File: src/rtl/mem_arbiter.sv
// Round-robin arbiter sharing one single-port RAM between the CPU and the loader port.
// Latency: gnt 1 cycle after req when idle; rvalid RD_LAT+1 cycles after gnt. Backpressure: one access outstanding, other requests wait.
module mem_arbiter #(
    parameter int AW     = 6,
    parameter int DW     = 8,
    parameter int RD_LAT = 1
) (
    input  logic          clk,
    input  logic          reset,
    input  logic          cpu_req,
    input  logic          cpu_we,
    input  logic [AW-1:0] cpu_addr,
    input  logic [DW-1:0] cpu_wdata,
    output logic          cpu_gnt,
    output logic          cpu_rvalid,
    output logic [DW-1:0] cpu_rdata,
    input  logic          ldr_req,
    input  logic          ldr_we,
    input  logic [AW-1:0] ldr_addr,
    input  logic [DW-1:0] ldr_wdata,
    output logic          ldr_gnt,
    output logic          ldr_rvalid,
    output logic [DW-1:0] ldr_rdata,
    output logic          mem_en,
    output logic          mem_we,
    output logic [AW-1:0] mem_addr,
    output logic [DW-1:0] mem_wdata,
    input  logic [DW-1:0] mem_rdata,
    output logic          busy
);
    localparam int   CW      = $clog2(RD_LAT + 1);
    localparam logic OWN_CPU = 1'b0;
    localparam logic OWN_LDR = 1'b1;

    typedef enum logic [1:0] {IDLE, ACCESS, WAIT, RESP} state_t;

    state_t        state, state_nxt;
    logic          owner, owner_nxt;
    logic          last_owner, last_owner_nxt;
    logic          we_q, we_nxt;
    logic [AW-1:0] addr_nxt;
    logic [DW-1:0] wdata_nxt;
    logic [CW-1:0] cnt, cnt_nxt;
    logic          capture;

    always_ff @(posedge clk or posedge reset) begin
        if (reset) begin
            state      <= IDLE;
            owner      <= OWN_CPU;
            last_owner <= OWN_LDR;
            we_q       <= 1'b0;
            cnt        <= '0;
        end else begin
            state      <= state_nxt;
            owner      <= owner_nxt;
            last_owner <= last_owner_nxt;
            we_q       <= we_nxt;
            cnt        <= cnt_nxt;
        end
    end

    always_comb begin
        state_nxt      = state;
        owner_nxt      = owner;
        last_owner_nxt = last_owner;
        we_nxt         = we_q;
        addr_nxt       = mem_addr;
        wdata_nxt      = mem_wdata;
        cnt_nxt        = cnt;
        capture        = 1'b0;
        case (state)
            IDLE: begin
                if (cpu_req || ldr_req) begin
                    // Under contention the port that did not go last wins.
                    owner_nxt = (cpu_req && ldr_req) ? ~last_owner : ldr_req;
                    if (owner_nxt == OWN_CPU) begin
                        we_nxt    = cpu_we;
                        addr_nxt  = cpu_addr;
                        wdata_nxt = cpu_wdata;
                    end else begin
                        we_nxt    = ldr_we;
                        addr_nxt  = ldr_addr;
                        wdata_nxt = ldr_wdata;
                    end
                    state_nxt = ACCESS;
                end
            end
            ACCESS: begin
                last_owner_nxt = owner;
                if (we_q) begin
                    state_nxt = IDLE;
                end else begin
                    state_nxt = WAIT;
                    cnt_nxt   = CW'(RD_LAT - 1);
                end
            end
            WAIT: begin
                if (cnt == '0) begin
                    capture   = 1'b1;
                    state_nxt = RESP;
                end else begin
                    cnt_nxt = cnt - CW'(1);
                end
            end
            RESP:    state_nxt = IDLE;
            default: state_nxt = IDLE;
        endcase
    end

    // Outputs are registered from next-state so they line up with the state they describe.
    always_ff @(posedge clk or posedge reset) begin
        if (reset) begin
            mem_en     <= 1'b0;
            mem_we     <= 1'b0;
            mem_addr   <= '0;
            mem_wdata  <= '0;
            cpu_gnt    <= 1'b0;
            ldr_gnt    <= 1'b0;
            cpu_rvalid <= 1'b0;
            ldr_rvalid <= 1'b0;
            cpu_rdata  <= '0;
            ldr_rdata  <= '0;
            busy       <= 1'b0;
        end else begin
            mem_en     <= (state_nxt == ACCESS);
            mem_we     <= (state_nxt == ACCESS) && we_nxt;
            mem_addr   <= addr_nxt;
            mem_wdata  <= wdata_nxt;
            cpu_gnt    <= (state_nxt == ACCESS) && (owner_nxt == OWN_CPU);
            ldr_gnt    <= (state_nxt == ACCESS) && (owner_nxt == OWN_LDR);
            cpu_rvalid <= (state_nxt == RESP) && (owner == OWN_CPU);
            ldr_rvalid <= (state_nxt == RESP) && (owner == OWN_LDR);
            busy       <= (state_nxt != IDLE);
            if (capture && owner == OWN_CPU) cpu_rdata <= mem_rdata;
            if (capture && owner == OWN_LDR) ldr_rdata <= mem_rdata;
        end
    end
endmodule
File: config.mk
export PLATFORM = sky130hd
export DESIGN_NAME = mem_arbiter
export DESIGN_NICKNAME = d
export VERILOG_FILES = /design/src/rtl/mem_arbiter.sv
export SDC_FILE = /design/constraint.sdc
export NUM_CORES = 1
export LEC_CHECK = 0
export ABC_AREA = 1
export BUFFER_PORTS_ARGS = -buffer_cell sky130_fd_sc_hd__buf_2
export CAP_MARGIN = 40
export CELL_PAD_IN_SITES_DETAIL_PLACEMENT = 1
export CELL_PAD_IN_SITES_GLOBAL_PLACEMENT = 2
export CORE_AREA = 2 2 87 89
export DETAILED_ROUTE_END_ITERATION = 16
export DIE_AREA = 0 0 89 91
export PLACE_DENSITY = 0.82
export SLEW_MARGIN = 20
export SYNTH_ARGS = -nofsm -noshare
export SYNTH_HDL_FRONTEND = slang
export SYNTH_SLANG_ARGS = --single-unit
File: constraint.sdc
create_clock -name clk -period 1.89 [get_ports clk]
set_input_delay 0.567 -clock clk [delete_from_list [all_inputs] [get_ports clk]]
set_output_delay 0.567 -clock clk [all_outputs]
set_load 0.01 [all_outputs]
# Word-level counts from Yosys, hierarchy flattened
# Index checks and enable logic that the tools add are counted.
[totals]
regBits = 43
latchBits = 0
ram_bits = 0
rom_bits = 0
in_bits = 42
elab_cells = 57
n_memories = 0
[op_classes]
add_sub_neg = 1
n_mul = 0
div = 0
n_lt_le_gt_ge = 0
n_eq_ne = 6
shift = 0
mux = 17
n_bitwise = 3
n_reduce_logical = 14
[op_table]
columns = ["operator", "count"]
rows = [
  ["1-bit 2-to-1 mux", 10],
  ["1-bit logical AND", 8],
  ["8-bit 2-to-1 mux", 1],
  ["2-bit one-hot mux with 4 select lines", 1],
  ["2-bit equality test, second input constant", 3],
  ["2-bit 2-to-1 mux", 3],
  ["6-bit 2-to-1 mux", 1],
  ["2-bit by 1-bit equality test with 1-bit output, second input constant", 2],
  ["2-bit AND reduction", 2],
  ["2-bit nonzero test", 2],
  ["1-bit inverter", 3],
  ["2-bit zero test", 1],
  ["2-bit != test, second input constant", 1],
  ["1-bit one-hot mux with 2 select lines", 1],
  ["1-bit logical OR", 1],
  ["1-bit subtractor, second input constant", 1],
]

# Logic depth before layout (Yosys ltp)
[logic_depth]
depth_word = 6
mapped_depth = 7

# Worst setup path before layout
# No wires, ideal clock.
[synth_timing]
kind = "input to register"
from = "input port ldr_req"
to = "register busy"
arrival_ns = 1.201
setup_slack_ns = 0.564
cell_stages = 6
n_path_buf = 2
cell_sequence = "buf_4 > nor2_4 > nor2_8 > inv_4 > buf_6 > nand3_1"
[synth_via]
elab_chain_len = 4
[synth_lines]
columns = ["element", "line", "text"]
rows = [
  ["from (decl)", "17", "input logic ldr_req,"],
  ["1-bit logical OR", "73", "if (cpu_req || ldr_req) begin"],
  ["2-bit 2-to-1 mux", "73", ""],
  ["2-bit one-hot mux with 4 select lines", "71", "case (state)"],
  ["2-bit nonzero test", "133", "busy <= (state_nxt != IDLE);"],
  ["to (signal assigned)", "133", ""],
  ["to (decl)", "29", "output logic busy"],
]
# Every way passes these cells.
# A chain may end at the register's enable or synchronous reset.

# Worst setup path in the final report
[layout_timing]
from = "register mem_addr[3]"
to = "output port mem_addr[3]"
[layout_lines]
columns = ["element", "line", "text"]
rows = [
  ["from (decl)", "26", "output logic [AW-1:0] mem_addr,"],
  ["from (signal assigned)", "127", "mem_addr <= addr_nxt;"],
]
# No word-level cell between the ends.

==> metrics.md <==
| Metric | Value |
|---|---|
| 1st-pass router iterations | 4 |
| Final Power | between 0.003 and 0.004 W |
| Final Skew | roughly 0.011 ns |
| Gpl congestion | between 0.7 and 0.8 |
| Period utilization | between 70 and 80% |
| Largest family of logic cells by synthesized area | simple AND/OR/NAND/NOR gates |
| RSZ-0062 raised after global routing | no |
| Count of cell types in the netlist | 20 |
| Post-synthesis register bit count | 42 |
| Hold_buf cts | 0 |
| # rows | 31 |
| DRC Markers | 0 |
| CTS Sinks | 42 |
| Max Cap Viol | 0 |
| Comb pwr share | roughly two fifths |
| H-tree Lvls | 2 |
| Crit path largest cell delay | 0.40 ns |
| Hold Crit Class | in2async |
| Ant. Diodes | 0 |
| Post-Place Worst Slack | 0.393 ns |
| Grt ovf | 0 |
| Io pins | 79 |
| Largest fanout on the critical path | 2 |
| Die footprint | slightly above 8000 sq um |
| Longest Clk Path Bufs | 2 |
| Buf+Inv Stages, Crit Path | 1 |
| CP max-delay cell | dfrtp_1 |
| Flop pwr share | between 40% and 50% |
| Pint | between 0.002 and 0.0025 W |
| Multiplexer area fraction after synthesis | 0% |
| Detailed Route Iter0 Violations | 31 |
| Die W | 89 um |
| Area growth from synthesis to layout | 32.0% |
| Commonest non-fill, non-tap cell in the layout | buf_2 |
| FMAX | slightly above 700 MHz |
| Setup crit start kind | register |
| First-pass GRT wire length | ~8 mm |
| Vias in the first global route | ~1600 |
| ANT nets after route | 0 |
| Avg WL per Cell | between 10 and 15 um |
| Latest clock arrival within the worst-skew pair | 0.30 ns |
| Slew HR | 71.1% |
| Fin Setup TNS | 0 ns |
| Resized cells post-CTS | 0 |
| Min cycle time layout | approximately 1.4 ns |
| Initial antenna violation count | 0 |
| Worst path cell trace | buf_2 |
| Initial Util | approximately 26% |
| Final worst slack | ~0.47 ns |
| Pwr dens | approximately 1500 nW/um^2 |
| IO Port Bufs | between 70 and 80 |
| Largest net degree at the start of global routing | 25 |
| Arr. time, crit path | around 0.85 ns |
| Final hold violations | 0 |
| LEAKAGE | 1.39 nW |
| Xor and xnor area share after synthesis | 0% |
| Syn Std Cell Area | 1830 sq um |
| Post-DP HPWL | approximately 3.4 mm |
| Syn Area/Cell | around 9 sq um |
| Root Buffer | clkbuf_8 |
| Tot GR Track Use | between 10% and 20% |
| Switching power | 0.00148 W |
| Compound-cell area share of the yosys netlist | slightly above 5% |
| Final setup fails | 0 |
| Area share of fa/ha/maj cells after synthesis | 0% |
| Share of layout cells above drive strength 1 | between 30% and 40% |
| CTS tree | yes |
| Ys Warns | 0 |
| Vias/cell | ~4.1 |
| Commonest cells after routing, fill and taps aside | 78 x buf_2, 76 x nand2_1, 41 x dfrtp_1 |
| Crit path capture type | output port |
| Status | finished, final reports clean |
| Worst-path clk slew | roughly 0.090 ns |
| Nets | about 330 |
| Sequential-to-total area share from yosys stat | 57.5% |
| Least-Margin Pin Slew | 0.434 ns |
| Syn Inst Count | between 200 and 250 |
| Post-CTS setup buffers | 0 |
| CP Class | reg2out |
| CP Data Required Time | 1.32 ns |
| DIE HEIGHT | between 90 and 100 um |
| Largest delay share family, worst path | flip-flops |
| Core box area | a little over 7000 sq um |
| VDD IR-drop max | 0.395 mV |
| Syn Nets | around 250 |
| Post-Route WL | 4.63 mm |
| Net Sw Frac | 40.4% |
| Inserted Clock Buffers | 5 |
| Max Slew Vio Count | 0 |
| Simple-Gate Fraction of Synth Area | 28.6% |
| Via count | approximately 1600 |
| Clock Power Share | between 15 and 20% |
-- power by group through the flow --
stage,Clock (W),Sequential (W),Combinational (W)
after CTS,0.000627,0.00157,0.00155
final,0.000602,0.00156,0.00150
after floorplan,0,0.00173,0.000780
after global routing,0.000666,0.00161,0.00174
after global placement,0,0.00158,0.00149
after detailed placement,0,0.00158,0.00156
-- registers in the layout, summed over array words and instances, names as in the netlist, 2 cells and up --
register	count
mem_wdata	8
cpu_rdata	8
mem_addr	6
ldr_rdata	8
state	2
-- cells in the mapped netlist, drive strengths merged --
cell type | count | area share, %
nand2 | 79 | 17
dfrtp | 41 | 56
inv | 27 | 5.7
nand3 | 18 | 5.5
o21ai | 17 | 4.6
nand3b | 10 | 4.1
buf | 8 | 3.1
nor2 | 4 | 2.1
dfstp | 1 | 1.4
o21bai | 1 | 0.41
or2 | 1 | 0.34
-- per-stage QoR --
step	area (sq um)	instances	util, %	hold slack [ns]
6_report	2420	387	33.9	0.264
5_1_grt	2420	387	33.9	0.285
2_1_floorplan	1830	207	-	0.442
3_5_place_dp	2320	379	32.5	0.463
4_1_cts	2420	387	33.9	0.271
3_3_place_gp	2320	379	32.5	0.460
-- worst paths after layout --
| check | startpoint | end | slack (ns) | depth (start not counted) |
|---|---|---|---|---|
| min in group clk | mem_wdata[2] | mem_wdata[2] | 0.48 | 2 |
| setup / recovery | mem_addr[3] | mem_addr[3] | 0.47 | 1 |
| hold reg to reg | mem_wdata[2] | mem_wdata[2] | 0.48 | 2 |
| hold / removal | reset | ldr_rdata[3] | 0.26 | 2 |
| setup reg to reg | state[1] | mem_wdata[0] | 0.60 | 6 |
| max in group asynchronous | reset | last_owner | 1.09 | 3 |
-- layout make-up --
class	instances	area, sq um
Timing Repair Buffer	81	425
Sequential cell	42	1050
Clock buffer	5	68.8
Inverter	27	104
Fill cell	905	4720
Tap cell	99	124
Clock inverter	3	25.0
Multi-Input combinational cell	130	617
-- logic make-up (layout without fill, tap and decap cells) --
kind of cell | Yosys count | count (layout)
buffers and inverters | 35 | 116
flip-flops | 42 | 42
AO/OA/AOI/OAI | 18 | 18
AND/OR/NAND/NOR | 112 | 112
-- per-layer routing --
layer  track usage (%)  vias to the layer above  share of wire [%]
met1              16.5                      732                 46
met4              2.99                        0               0.91
met2              20.0                       60                 45
met3              4.09                        5                7.4
met5                 0                        -                  0
li1                  -                      796                  -
Power figures use the tool's default switching activity.
